File: src/rtl/fetch_pkg.sv
// Shared encodings for the instruction-fetch stage and its IF/ID register.
package fetch_pkg;

  localparam logic [1:0] PCS_SEQ = 2'b00;
  localparam logic [1:0] PCS_BR  = 2'b01;
  localparam logic [1:0] PCS_J   = 2'b10;
  localparam logic [1:0] PCS_JR  = 2'b11;

  typedef enum logic [0:0] {
    ST_FETCH   = 1'b0,
    ST_WAIT_ID = 1'b1
  } fetch_state_t;

  localparam logic [31:0] NOP_INSTR = 32'h0000_0000;

  // Fetch addresses are always word aligned.
  function automatic logic [31:0] word_align(input logic [31:0] addr);
    return addr & 32'hFFFF_FFFC;
  endfunction

endpackage

File: src/rtl/ifid_reg.sv
// IF/ID pipeline register: reset and bubble insert a NOP, load captures a new
// instruction, otherwise the contents hold.
module ifid_reg
  import fetch_pkg::*;
(
  input  logic        clk,
  input  logic        reset,
  input  logic        load,
  input  logic        bubble,
  input  logic [31:0] load_instr,
  input  logic [31:0] load_pc_plus4,
  output logic [31:0] instr,
  output logic [31:0] pc_plus4,
  output logic        id_valid
);

  logic [31:0] instr_r;
  logic [31:0] pc_plus4_r;
  logic        valid_r;

  // IF/ID register update with reset > bubble > load > hold priority.
  always_ff @(posedge clk) begin
    if (reset || bubble) begin
      instr_r    <= NOP_INSTR;
      pc_plus4_r <= 32'h0000_0000;
      valid_r    <= 1'b0;
    end else if (load) begin
      instr_r    <= load_instr;
      pc_plus4_r <= load_pc_plus4;
      valid_r    <= 1'b1;
    end else begin
      instr_r    <= instr_r;
      pc_plus4_r <= pc_plus4_r;
      valid_r    <= valid_r;
    end
  end

  assign instr    = instr_r;
  assign pc_plus4 = pc_plus4_r;
  assign id_valid = valid_r;

endmodule

File: src/rtl/fetch_ifid.sv
// Instruction-fetch stage: PC register, next-PC select, req/ack fetch FSM with a
// one-entry skid for words that arrive during a stall, and the IF/ID register.
module fetch_ifid
  import fetch_pkg::*;
#(
  parameter logic [31:0] PC_RESET = 32'h0000_0000,
  parameter int          IMEM_AW  = 10
) (
  input  logic               reloj,
  input  logic               reset,
  input  logic               stall,
  input  logic               flush,
  input  logic [1:0]         pc_src,
  input  logic [31:0]        br_target,
  input  logic [31:0]        jmp_target,
  input  logic [31:0]        jr_target,
  output logic               imem_req,
  output logic [IMEM_AW-1:0] imem_addr,
  input  logic [31:0]        imem_rdata,
  input  logic               imem_ack,
  output logic [31:0]        pc,
  output logic [31:0]        instr,
  output logic               id_valid,
  output logic [4:0]         DIR_A,
  output logic [4:0]         DIR_B,
  output logic [4:0]         DIR_WRA,
  output logic [15:0]        IMD,
  output logic [25:0]        address,
  output logic [5:0]         opcode,
  output logic [5:0]         funct,
  output logic [31:0]        pc_plus4,
  output logic [3:0]         pc_4
);

  fetch_state_t state_r, state_nx_s;
  logic [31:0]  pc_r, pc_nx_s;
  logic [31:0]  skid_instr_r, skid_pc4_r;
  logic         skid_load_s;
  logic [31:0]  pc_inc_s, next_pc_s;
  logic         ifid_load_s, ifid_bubble_s;
  logic [31:0]  ifid_instr_s, ifid_pc4_s;

  assign pc_inc_s = pc_r + 32'd4;

  // Redirect source selection.
  always_comb begin
    next_pc_s = pc_inc_s;
    case (pc_src)
      PCS_SEQ: next_pc_s = pc_inc_s;
      PCS_BR:  next_pc_s = br_target;
      PCS_J:   next_pc_s = jmp_target;
      PCS_JR:  next_pc_s = jr_target;
      default: next_pc_s = pc_inc_s;
    endcase
  end

  // Fetch FSM next state, PC update and IF/ID / skid controls.
  always_comb begin
    state_nx_s    = state_r;
    pc_nx_s       = pc_r;
    skid_load_s   = 1'b0;
    ifid_load_s   = 1'b0;
    ifid_bubble_s = 1'b0;
    ifid_instr_s  = imem_rdata;
    ifid_pc4_s    = pc_inc_s;
    if (flush) begin
      // Sequential flush refetches the current PC; any ack this cycle is dropped.
      ifid_bubble_s = 1'b1;
      state_nx_s    = ST_FETCH;
      if (pc_src == PCS_SEQ) begin
        pc_nx_s = pc_r;
      end else begin
        pc_nx_s = word_align(next_pc_s);
      end
    end else begin
      case (state_r)
        ST_FETCH: begin
          if (imem_ack && !stall) begin
            ifid_load_s = 1'b1;
            pc_nx_s     = pc_inc_s;
          end else if (imem_ack && stall) begin
            skid_load_s = 1'b1;
            state_nx_s  = ST_WAIT_ID;
          end else if (!stall) begin
            ifid_bubble_s = 1'b1;
          end else begin
            state_nx_s = ST_FETCH;
          end
        end
        ST_WAIT_ID: begin
          if (!stall) begin
            ifid_load_s  = 1'b1;
            ifid_instr_s = skid_instr_r;
            ifid_pc4_s   = skid_pc4_r;
            pc_nx_s      = skid_pc4_r;
            state_nx_s   = ST_FETCH;
          end else begin
            state_nx_s = ST_WAIT_ID;
          end
        end
        default: begin
          state_nx_s = ST_FETCH;
        end
      endcase
    end
  end

  // State, PC and skid registers.
  always_ff @(posedge reloj) begin
    if (reset) begin
      state_r      <= ST_FETCH;
      pc_r         <= word_align(PC_RESET);
      skid_instr_r <= NOP_INSTR;
      skid_pc4_r   <= 32'h0000_0000;
    end else begin
      state_r <= state_nx_s;
      pc_r    <= pc_nx_s;
      if (flush) begin
        skid_instr_r <= NOP_INSTR;
        skid_pc4_r   <= 32'h0000_0000;
      end else if (skid_load_s) begin
        skid_instr_r <= imem_rdata;
        skid_pc4_r   <= pc_inc_s;
      end else begin
        skid_instr_r <= skid_instr_r;
        skid_pc4_r   <= skid_pc4_r;
      end
    end
  end

  ifid_reg u_ifid (
    .clk           (reloj),
    .reset         (reset),
    .load          (ifid_load_s),
    .bubble        (ifid_bubble_s),
    .load_instr    (ifid_instr_s),
    .load_pc_plus4 (ifid_pc4_s),
    .instr         (instr),
    .pc_plus4      (pc_plus4),
    .id_valid      (id_valid)
  );

  assign imem_req  = (state_r == ST_FETCH);
  assign imem_addr = pc_r[IMEM_AW+1:2];
  assign pc        = pc_r;

  assign DIR_A   = instr[25:21];
  assign DIR_B   = instr[20:16];
  assign DIR_WRA = instr[15:11];
  assign IMD     = instr[15:0];
  assign address = instr[25:0];
  assign opcode  = instr[31:26];
  assign funct   = instr[5:0];
  assign pc_4    = pc_plus4[31:28];

endmodule

File: config.mk
export PLATFORM = sky130hd
export DESIGN_NAME = fetch_ifid
export DESIGN_NICKNAME = d
export VERILOG_FILES = /design/src/rtl/fetch_pkg.sv /design/src/rtl/ifid_reg.sv /design/src/rtl/fetch_ifid.sv
export SDC_FILE = /design/constraint.sdc
export NUM_CORES = 1
export LEC_CHECK = 0
export CAP_MARGIN = 40
export CORE_MARGIN = 2
export CORE_UTILIZATION = 41
export DETAILED_ROUTE_END_ITERATION = 10
export PLACE_DENSITY_LB_ADDON = 0.15
export SYNTH_ARGS = -nofsm -noshare
export SYNTH_HDL_FRONTEND = slang
export SYNTH_SLANG_ARGS = --single-unit
File: constraint.sdc
create_clock -name reloj -period 1.8 [get_ports reloj]
set_input_delay 0.18 -clock reloj [delete_from_list [all_inputs] [get_ports reloj]]
set_output_delay 0.18 -clock reloj [all_outputs]
set_load 0.05 [all_outputs]
# Yosys cells after proc, flatten, opt, wreduce, memory -nomap -nowiden
# Cells that the tools add are included.
[word_totals]
out_inout_bits = 181
inputBits = 135
word_cells = 48
ff_bits = 162
[classes]
n_bitwise = 1
muxes = 26
n_reduce_logical = 7
eq_ne = 6
n_addsub = 1
[op_table]
columns = ["op", "count"]
rows = [
  ["$mux 32", 10],
  ["$pmux 32 s3", 1],
  ["$pmux 32 s2", 1],
  ["$add 32x3->32 const B", 1],
  ["$mux 1", 12],
  ["$eq 2x2->1 const B", 2],
  ["$pmux 1 s2", 2],
  ["$ne 3x2->1 const B", 1],
  ["$ne 3x3->1 const B", 1],
  ["$reduce_and 3->1", 1],
  ["$eq 2x1->1 const B", 1],
  ["$logic_and 1x1->1", 2],
  ["$logic_not 2->1", 1],
  ["$ne 2x2->1 const B", 1],
  ["$reduce_or 2->1", 1],
  ["$logic_not 1->1", 1],
  ["$logic_or 1x1->1", 1],
  ["$not 1->1", 1],
]

# Longest topological paths before layout
# Gate-level depths: netlist of the first run.
[depth]
ltp_word = 6
mapped_depth = 8
depth_no_buf = 6

# Cells and area by module
# A second synthesis of the first run with hierarchy kept.
[unflattened]
cells_unflattened = 1169
hier_area_um2 = 9052.4
[modules_own_cells]
columns = ["mod", "area_each_um2", "seq_area_each_um2", "cells_per_inst", "n_inst"]
rows = [
  ["fetch_ifid", 6712.7, 1941.9, 959, 1],
  ["ifid_reg", 2339.7, 1301.2, 210, 1],
]

# Worst setup path after synthesis of the first run
# Ideal clock, no wire load.
[synth_timing]
path_type = "flip-flop to flip-flop"
from = "register pc_r[6], in the netlist pc[6]"
to = "register u_ifid.pc_plus4_r[18], in the netlist u_ifid.pc_plus4[18]"
arrival_time_ns = 2.247
n_path_buf = 1
path_stages_with_launch = 7
path_slack_ns = -0.534
path_cell_list = "dfxtp_1 buf_2 nand4_1 or4_1 nor2_1 nor3_1 o31ai_1"
[synth_via]
elab_chain_cells = 4
[synth_rtl]
columns = ["element", "line", "text"]
rows = [
  ["start, declared", "fetch_ifid.sv:36", "logic [31:0] pc_r, pc_nx_s;"],
  ["start signal, assigned", "fetch_ifid.sv:112", "pc_r <= word_align(PC_RESET);"],
  ["start signal, assigned", "fetch_ifid.sv:117", "pc_r <= pc_nx_s;"],
  ["$add 32x3->32 *", "fetch_ifid.sv:43", "assign pc_inc_s = pc_r + 32'd4;"],
  ["$mux 32", "fetch_ifid.sv:91", "if (!stall) begin"],
  ["$mux 32", "fetch_ifid.sv:76", "case (state_r)"],
  ["$mux 32 *", "fetch_ifid.sv:66", "if (flush) begin"],
  ["end signal, assigned", "ifid_reg.sv:29", "pc_plus4_r <= load_pc_plus4;"],
  ["end signal, assigned", "ifid_reg.sv:33", "pc_plus4_r <= pc_plus4_r;"],
  ["end, declared", "ifid_reg.sv:18", "logic [31:0] pc_plus4_r;"],
]
# Every way passes the cells marked *; elsewhere a longest branch is shown, timed or not.
# A chain may end at the register's enable or synchronous reset.

# Worst setup path in the final report of the first run
[layout_timing]
from = "register pc_r[2], in the netlist pc[2]"
to = "register pc_r[13], in the netlist pc[13]"
[layout_via]
elab_chain_cells = 4
[layout_rtl]
columns = ["element", "line", "text"]
rows = [
  ["$add 32x3->32", "fetch_ifid.sv:43", ""],
  ["$mux 32", "fetch_ifid.sv:78", "if (imem_ack && !stall) begin"],
  ["$pmux 32 s2", "fetch_ifid.sv:76", ""],
  ["$mux 32", "fetch_ifid.sv:66", ""],
]
# Every way passes these cells. The select of a mux whose other input is x is not followed.

==> results.sh, run 1 <==
export IMPL_grt_pass1_wl_microns=48500
export IMPL_grt_max_degree=61
export IMPL_fin_crit_sh=1.01
export IMPL_core_area_sq_um=20900
export IMPL_power_frac_clock=0.386
export IMPL_synthCells=1106
export IMPL_vias_per_cell=5.59
export IMPL_finalSetupTns_ns=-0.0229
export IMPL_start_util=0.416
export IMPL_antenna_found_initial=0
export IMPL_root_buffer="clkbuf_16"
export IMPL_worstPathMaxFanout=4
export IMPL_start_kind="flop"
export IMPL_dr_pass1_iters=5
export IMPL_crit_arrival_ns=2.16
export IMPL_slew_violations=0
export IMPL_hold_violations=0
export IMPL_drtIter0Drc=839
export IMPL_whs_endpoint="skid_instr_r[0]"
export IMPL_antenna_left=0
export IMPL_power_switching_w=0.00296
export IMPL_h_tree_depth=4
export IMPL_synthArstFlopShare=0
export IMPL_p_seq_frac=0.395
export IMPL_portBuffers=309
export IMPL_combPwrFrac=0.219
export IMPL_syn_area_sq_um=8690
export IMPL_post_place_ws_ns=-0.180
export IMPL_maxCapViolations=0
export IMPL_r2r_end="pc[13]"
export IMPL_r2r_start="pc[2]"
export IMPL_die_height_microns=150
export IMPL_synth_top_cell_by_area="dfxtp_1"
export IMPL_drive_gt1_frac=0.244
export IMPL_final_min_clock_period_ns=1.82
export IMPL_hold_depth=3
export IMPL_die_area_sq_um=22400
export IMPL_fin_nets=1552
export IMPL_overflow=0
export IMPL_clock_latency_ns=0.44
export IMPL_finalWorstSetupSlack_ns=-0.0229
export IMPL_sw_frac_of_total=0.310
export IMPL_cp_data_required_time_ns=2.14
export IMPL_grt_usage=0.277
export IMPL_drcViolationCount=0
export IMPL_crit_type="reg -> reg"
export IMPL_final_instance_count_excl_fill=1704
export IMPL_hold_path_class="in -> reg"
export IMPL_status="finished, violations left"
export IMPL_cts_tree="done"
export IMPL_rr_worst_depth=6
export IMPL_grt_pass1_vias=8794
export IMPL_intPower_w=0.00659
export IMPL_antenna_cells=0
export IMPL_dpl_hpwl_microns=23800
export IMPL_numPlacedInstances=1657
export IMPL_syn_area_per_cell_sq_um=7.86
export IMPL_clk_transition_reported_paths_ns=0.07
export IMPL_synth_ff_type="dfxtp_1"
export IMPL_clock_sinks=162
export IMPL_ys_warn_count=0
export IMPL_ys_top_cells_by_area="dfxtp_1 (37%), buf_4 (7.3%), nand2_1 (7.2%)"
export IMPL_area_growth_syn_to_layout_pct=54.9
export IMPL_final_core_util=0.645
export IMPL_violations="setup timing"
export IMPL_yosysUniqueCellTypes=63
export IMPL_nFillCells=1884
export IMPL_worstMarginPinSlew_ns=0.549
export IMPL_routabilityCongestion=0.915
export IMPL_ioPinCount=316
export IMPL_pwr_density_cell_nw_per_um2=709
export IMPL_die_w_microns=150
export IMPL_cts_max_path_buffers=2
export IMPL_reg2reg_setup_slack_ns=-0.02
export IMPL_rsz0062_at_grt="yes"
export IMPL_fmax_mhz=549
export IMPL_wl_per_cell_microns=18.9
export IMPL_ys_ff_latch=162
export IMPL_fin_worst_skew_ns=0.0159
export IMPL_hold_start="imem_rdata[0]"
export IMPL_synth_edf_count=0
export IMPL_setup_viol=1
export IMPL_seq_area_frac_synth=0.373
export IMPL_cts_buffers=17
export IMPL_num_vias=9529
export IMPL_peakVddDrop_mv=0.592
export IMPL_yosys_area_top_type_share=0.373
export IMPL_relSlewSlack=0.634
export IMPL_wl_microns=32100
export IMPL_synth_nets=1242
export IMPL_p_leak_nw=5.83
export IMPL_endpoint_kind="flop"
export IMPL_rows=53
[worst max-delay path, stage by stage (launching register included)]
cell and delay, ns:
dfxtp_4 0.38, nand4_1 0.24, or4_4 0.60, buf_4 0.17, o21ai_1 0.13, a31oi_1 0.11
o21a_1 0.11
[worst max path at each step]
stage,end,from,depth (start not counted)
2_1_floorplan,skid_pc4_r[25],pc[19],7
3_3_place_gp,pc[17],stall,6
3_5_place_dp,pc[19],stall,8
4_1_cts,pc[21],pc[18],7
5_1_grt,skid_pc4_r[14],pc[3],6
6_report,pc[13],pc[2],6
[synthesized netlist by cell type (all sizes together) (9+ instances only)]
cell type and count:
a211oi 31, a21oi 121, a31oi 15, buf 106, clkbuf 74, dfxtp 162
inv 9, mux2i 33, nand2 166, nand2b 9, nand3 20, nand4 17
nor2 89, nor3 23, o211ai 15, o21ai 46, o221ai 42, xnor2 19
[stage by stage]
stage | power (W) | area [sq um] | hold slack (ns)
floorplan | 0.00496 | 8920 | 0.290
global placement | 0.00590 | 12500 | 0.430
detailed placement | 0.00591 | 12500 | 0.440
CTS | 0.00954 | 13100 | 0.312
global route | 0.00990 | 13500 | 0.316
finish | 0.00955 | 13500 | 0.321
[layout by cell type, fill, tap and decap left out, types with 7 or more instances in the layout]
cell type | netlist | layout
xnor2_1 | 19 | 12
nor3_1 | 23 | 15
nand2_1 | 166 | 165
buf_4 | 85 | 197
dfxtp_4 | 0 | 19
mux2i_1 | 33 | 33
a31oi_1 | 15 | 15
o21a_1 | 7 | 7
a21oi_1 | 121 | 121
a211oi_1 | 31 | 28
o211ai_1 | 15 | 15
nand3_1 | 19 | 16
dlymetal6s2s_1 | 0 | 17
inv_1 | 9 | 9
nand2b_1 | 9 | 7
dlygate4sd2_1 | 0 | 95
clkdlybuf4s50_1 | 0 | 130
o221ai_1 | 42 | 41
o21ai_0 | 45 | 41
clkbuf_16 | 0 | 17
nor2_1 | 89 | 85
nand4_1 | 16 | 16
buf_12 | 0 | 23
dfxtp_1 | 162 | 137
[registers in the layout (all words and copies together), names as in the netlist]
register	count
u_ifid.id_valid	1
u_ifid.pc_plus4	32
pc	32
u_ifid.instr	32
skid_pc4_r	32
state_r	1
skid_instr_r	32
[layer usage]
layer  vias up  GRT usage  routed length, microns
li1       4541          -                       -
met1      4438      0.368                   13200
met2       505      0.461                   15400
met3        45     0.0537                    2900
met4         0     0.0738                     643
met5         -          0                       0
[power by group through the flow]
stage | clock, W | combinational, W | sequential [W]
after floorplan | 0 | 0.000854 | 0.00411
after global placement | 0 | 0.00205 | 0.00385
after detailed placement | 0 | 0.00206 | 0.00385
after CTS | 0.00373 | 0.00204 | 0.00377
after global routing | 0.00390 | 0.00222 | 0.00378
final | 0.00369 | 0.00209 | 0.00377
[timing repair]
action	4_1_cts	5_1_grt
gates resized for setup	101	60
endpoints found under the setup margin	115	61
cloned	0	1
setup buffers	3	11
hold buffers	0	0
pin swaps	8	31
[kinds of logic after synthesis]
logic type	count (synthesis)	share of synthesized area
AO/OA/AOI/OAI	337	0.256
XOR/XNOR	26	0.0262
adder cells (fa/ha/maj)	1	0.00144
buffers and inverters	191	0.121
flip-flops	162	0.373
multiplexers	33	0.0380
AND/OR/NAND/NOR	356	0.184
[area by class of cell]
cell class / count / area, sq um / share of cell area
clock buffers: 19 / 453 / 0.0336
clock inverters: 13 / 141 / 0.0105
inverters: 11 / 41.3 / 0.00307
multi-input cells: 753 / 4800 / 0.356
flip-flops and latches: 162 / 3320 / 0.247
well taps: 275 / 344 / 0.0256
repair buffers: 471 / 4370 / 0.324
No activity file was read; power rests on OpenSTA's default activity.
==> inputs of run 2 (changes only) <==
- REMOVE_ABC_BUFFERS: not set -> 1
- SETUP_SLACK_MARGIN: not set -> 0.15
- TNS_END_PERCENT: not set -> 100
==> run 2 against run 1 <==
The flow still finishes with violations (setup timing). Register-to-register slack lost 0.06 ns. First-iteration DRC count shrank 14%. Critical path type unchanged. Combinational power grew 9%. Worst hold slack gained 0.0098 ns. Clock-buffer cell count shrank 2. Flip-flop and latch count is the same. Final cell count grew 2.3%.
==> results.sh, run 2 (synthesis results as in run 1) <==
export IMPL_status="finished, violations left"
export IMPL_violations="setup timing"
export IMPL_root_buffer="clkbuf_16"
export IMPL_slew_violations=0
export IMPL_die_area_sq_um=22400
export IMPL_dpl_hpwl_microns=23500
export IMPL_multi_input_area_sq_um=5230
export IMPL_cts_max_path_buffers=2
export IMPL_h_tree_depth=4
export IMPL_p_seq_frac=0.391
export IMPL_relSlewSlack=0.646
export IMPL_grt_usage=0.291
export IMPL_drive_gt1_frac=0.297
export IMPL_hold_violations=0
export IMPL_final_core_util=0.680
export IMPL_fin_nets=1590
export IMPL_cp_data_required_time_ns=2.13
export IMPL_ioPinCount=316
export IMPL_cts_buffers=17
export IMPL_drcViolationCount=0
export IMPL_start_kind="flop"
export IMPL_fin_worst_skew_ns=0.0135
export IMPL_numPlacedInstances=1671
export IMPL_routabilityCongestion=0.898
export IMPL_clock_latency_ns=0.44
export IMPL_endpoint_kind="flop"
export IMPL_hold_path_class="in -> reg"
export IMPL_place_area_sq_um=12500
export IMPL_finalWorstSetupSlack_ns=-0.0784
export IMPL_p_leak_nw=6.01
export IMPL_core_area_sq_um=20900
export IMPL_hold_start="imem_rdata[19]"
export IMPL_crit_arrival_ns=2.21
export IMPL_intPower_w=0.00661
export IMPL_final_common_cell="buf_4"
export IMPL_fmax_mhz=532
export IMPL_r2r_start="pc[3]"
export IMPL_startpoint="pc[3]"
export IMPL_power_switching_w=0.00304
export IMPL_rsz0062_at_grt="yes"
export IMPL_die_w_microns=150
export IMPL_final_min_clock_period_ns=1.88
export IMPL_final_cell_mix="buf_4 (206), nand2_1 (162), dfxtp_1 (146), clkdlybuf4s50_1 (125), a21oi_1 (118)"
export IMPL_power_frac_clock=0.374
export IMPL_clock_sinks=162
export IMPL_start_util=0.416
export IMPL_antenna_found_initial=1
export IMPL_seqCellArea_sq_um=3270
export IMPL_stdcell_area_sq_um=14200
export IMPL_die_height_microns=150
export IMPL_grt_pass1_wl_microns=50900
export IMPL_cts_tree="done"
export IMPL_rows=53
export IMPL_worstMarginPinSlew_ns=0.533
export IMPL_crit_type="reg -> reg"
export IMPL_clk_transition_reported_paths_ns=0.07
export IMPL_wl_per_cell_microns=19.6
export IMPL_portBuffers=309
export IMPL_grt_max_degree=48
export IMPL_dr_pass1_iters=5
export IMPL_area_growth_syn_to_layout_pct=63.4
export IMPL_peakVddDrop_mv=0.524
export IMPL_overflow=0
export IMPL_wl_microns=34100
export IMPL_maxCapViolations=0
export IMPL_final_instance_count_excl_fill=1743
export IMPL_combPwrFrac=0.235
export IMPL_worstPathMaxFanout=4
export IMPL_postCtsHoldBufs=0
export IMPL_antenna_left=0
export IMPL_setup_viol=9
export IMPL_nFillCells=1710
export IMPL_sw_frac_of_total=0.315
export IMPL_fin_crit_sh=1.04
export IMPL_drtIter0Drc=721
export IMPL_pwr_density_cell_nw_per_um2=679
export IMPL_grt_pass1_vias=9339
export IMPL_vias_per_cell=5.67
export IMPL_num_vias=9879
[run 2: changes by cell type in the layout (fill, tap and decap cells not counted), sizes merged]
cell | before | now
clkdlybuf4s50 | 130 | 125
dlymetal6s2s | 17 | 1
clkinv | 6 | 5
dlygate4sd2 | 95 | 117
buf | 229 | 265
clkbuf | 19 | 18
clkinvlp | 1 | 2
diode | 0 | 1
inv | 16 | 18
[run 2: stage by stage]
| stage | hold WS (ns) | setup slack [ns] | setup TNS [ns] | total power [W] |
|---|---|---|---|---|
| 6_report | 0.331 | -0.0784 | -0.181 | 0.00965 |
| 2_1_floorplan | 0.249 | -3.31 | -277.17 | 0.00479 |
| 5_1_grt | 0.338 | -0.118 | -1.29 | 0.00997 |
| 3_3_place_gp | 0.427 | -0.343 | -29.76 | 0.00588 |
| 4_1_cts | 0.328 | -0.0189 | -0.0234 | 0.00952 |
| 3_5_place_dp | 0.440 | -0.354 | -32.39 | 0.00590 |
[run 2: routing by layer]
| metal | vias to the layer above | global-route usage | share of wire |
|---|---|---|---|
| met5 | - | 0 | 0 |
| met4 | 0 | 0.0876 | 0.026 |
| met3 | 72 | 0.0576 | 0.085 |
| met2 | 509 | 0.496 | 0.49 |
| met1 | 4674 | 0.373 | 0.40 |
| li1 | 4624 | - | - |
[run 2: area by class of cell]
class,instances,share of cell area
Inverter,11,0.00317
Sequential cell,162,0.230
Multi-Input combinational cell,753,0.368
Antenna cell,1,0.000176
Clock buffer,17,0.0299
Tap cell,275,0.0242
Clock inverter,15,0.0102
Timing Repair Buffer,509,0.334
[run 2: power groups by stage]
stage	clock network, W	registers, W	logic [W]
after floorplan	0	0.00426	0.000524
after global placement	0	0.00384	0.00204
after detailed placement	0	0.00384	0.00206
after CTS	0.00362	0.00377	0.00213
after global routing	0.00380	0.00378	0.00239
final	0.00361	0.00378	0.00227
[run 2: final timing paths]
check	cells after the start	endpoint	slack [ns]
max reg2reg	9	u_ifid.pc_plus4[12]	-0.08
min reg2reg	2	u_ifid.pc_plus4[16]	0.45
min	3	skid_instr_r[19]	0.33
max	9	u_ifid.pc_plus4[12]	-0.08
[run 2: worst max-delay path, cell delays in order (launching register included)]
cell,delay [ns]
dfxtp_2,0.36
buf_12,0.11
ha_4,0.16
and3_4,0.21
buf_6,0.11
nand4_1,0.13
xnor2_1,0.27
buf_4,0.17
nand2_2,0.04
a32o_1,0.21
[run 2: timing repair]
| action | in CTS | in global routing |
|---|---|---|
| pin swaps | 83 | 58 |
| gates cloned | 0 | 1 |
| gates resized for setup | 249 | 79 |
| setup endpoints to repair | 187 | 125 |
| buffers inserted | 18 | 20 |
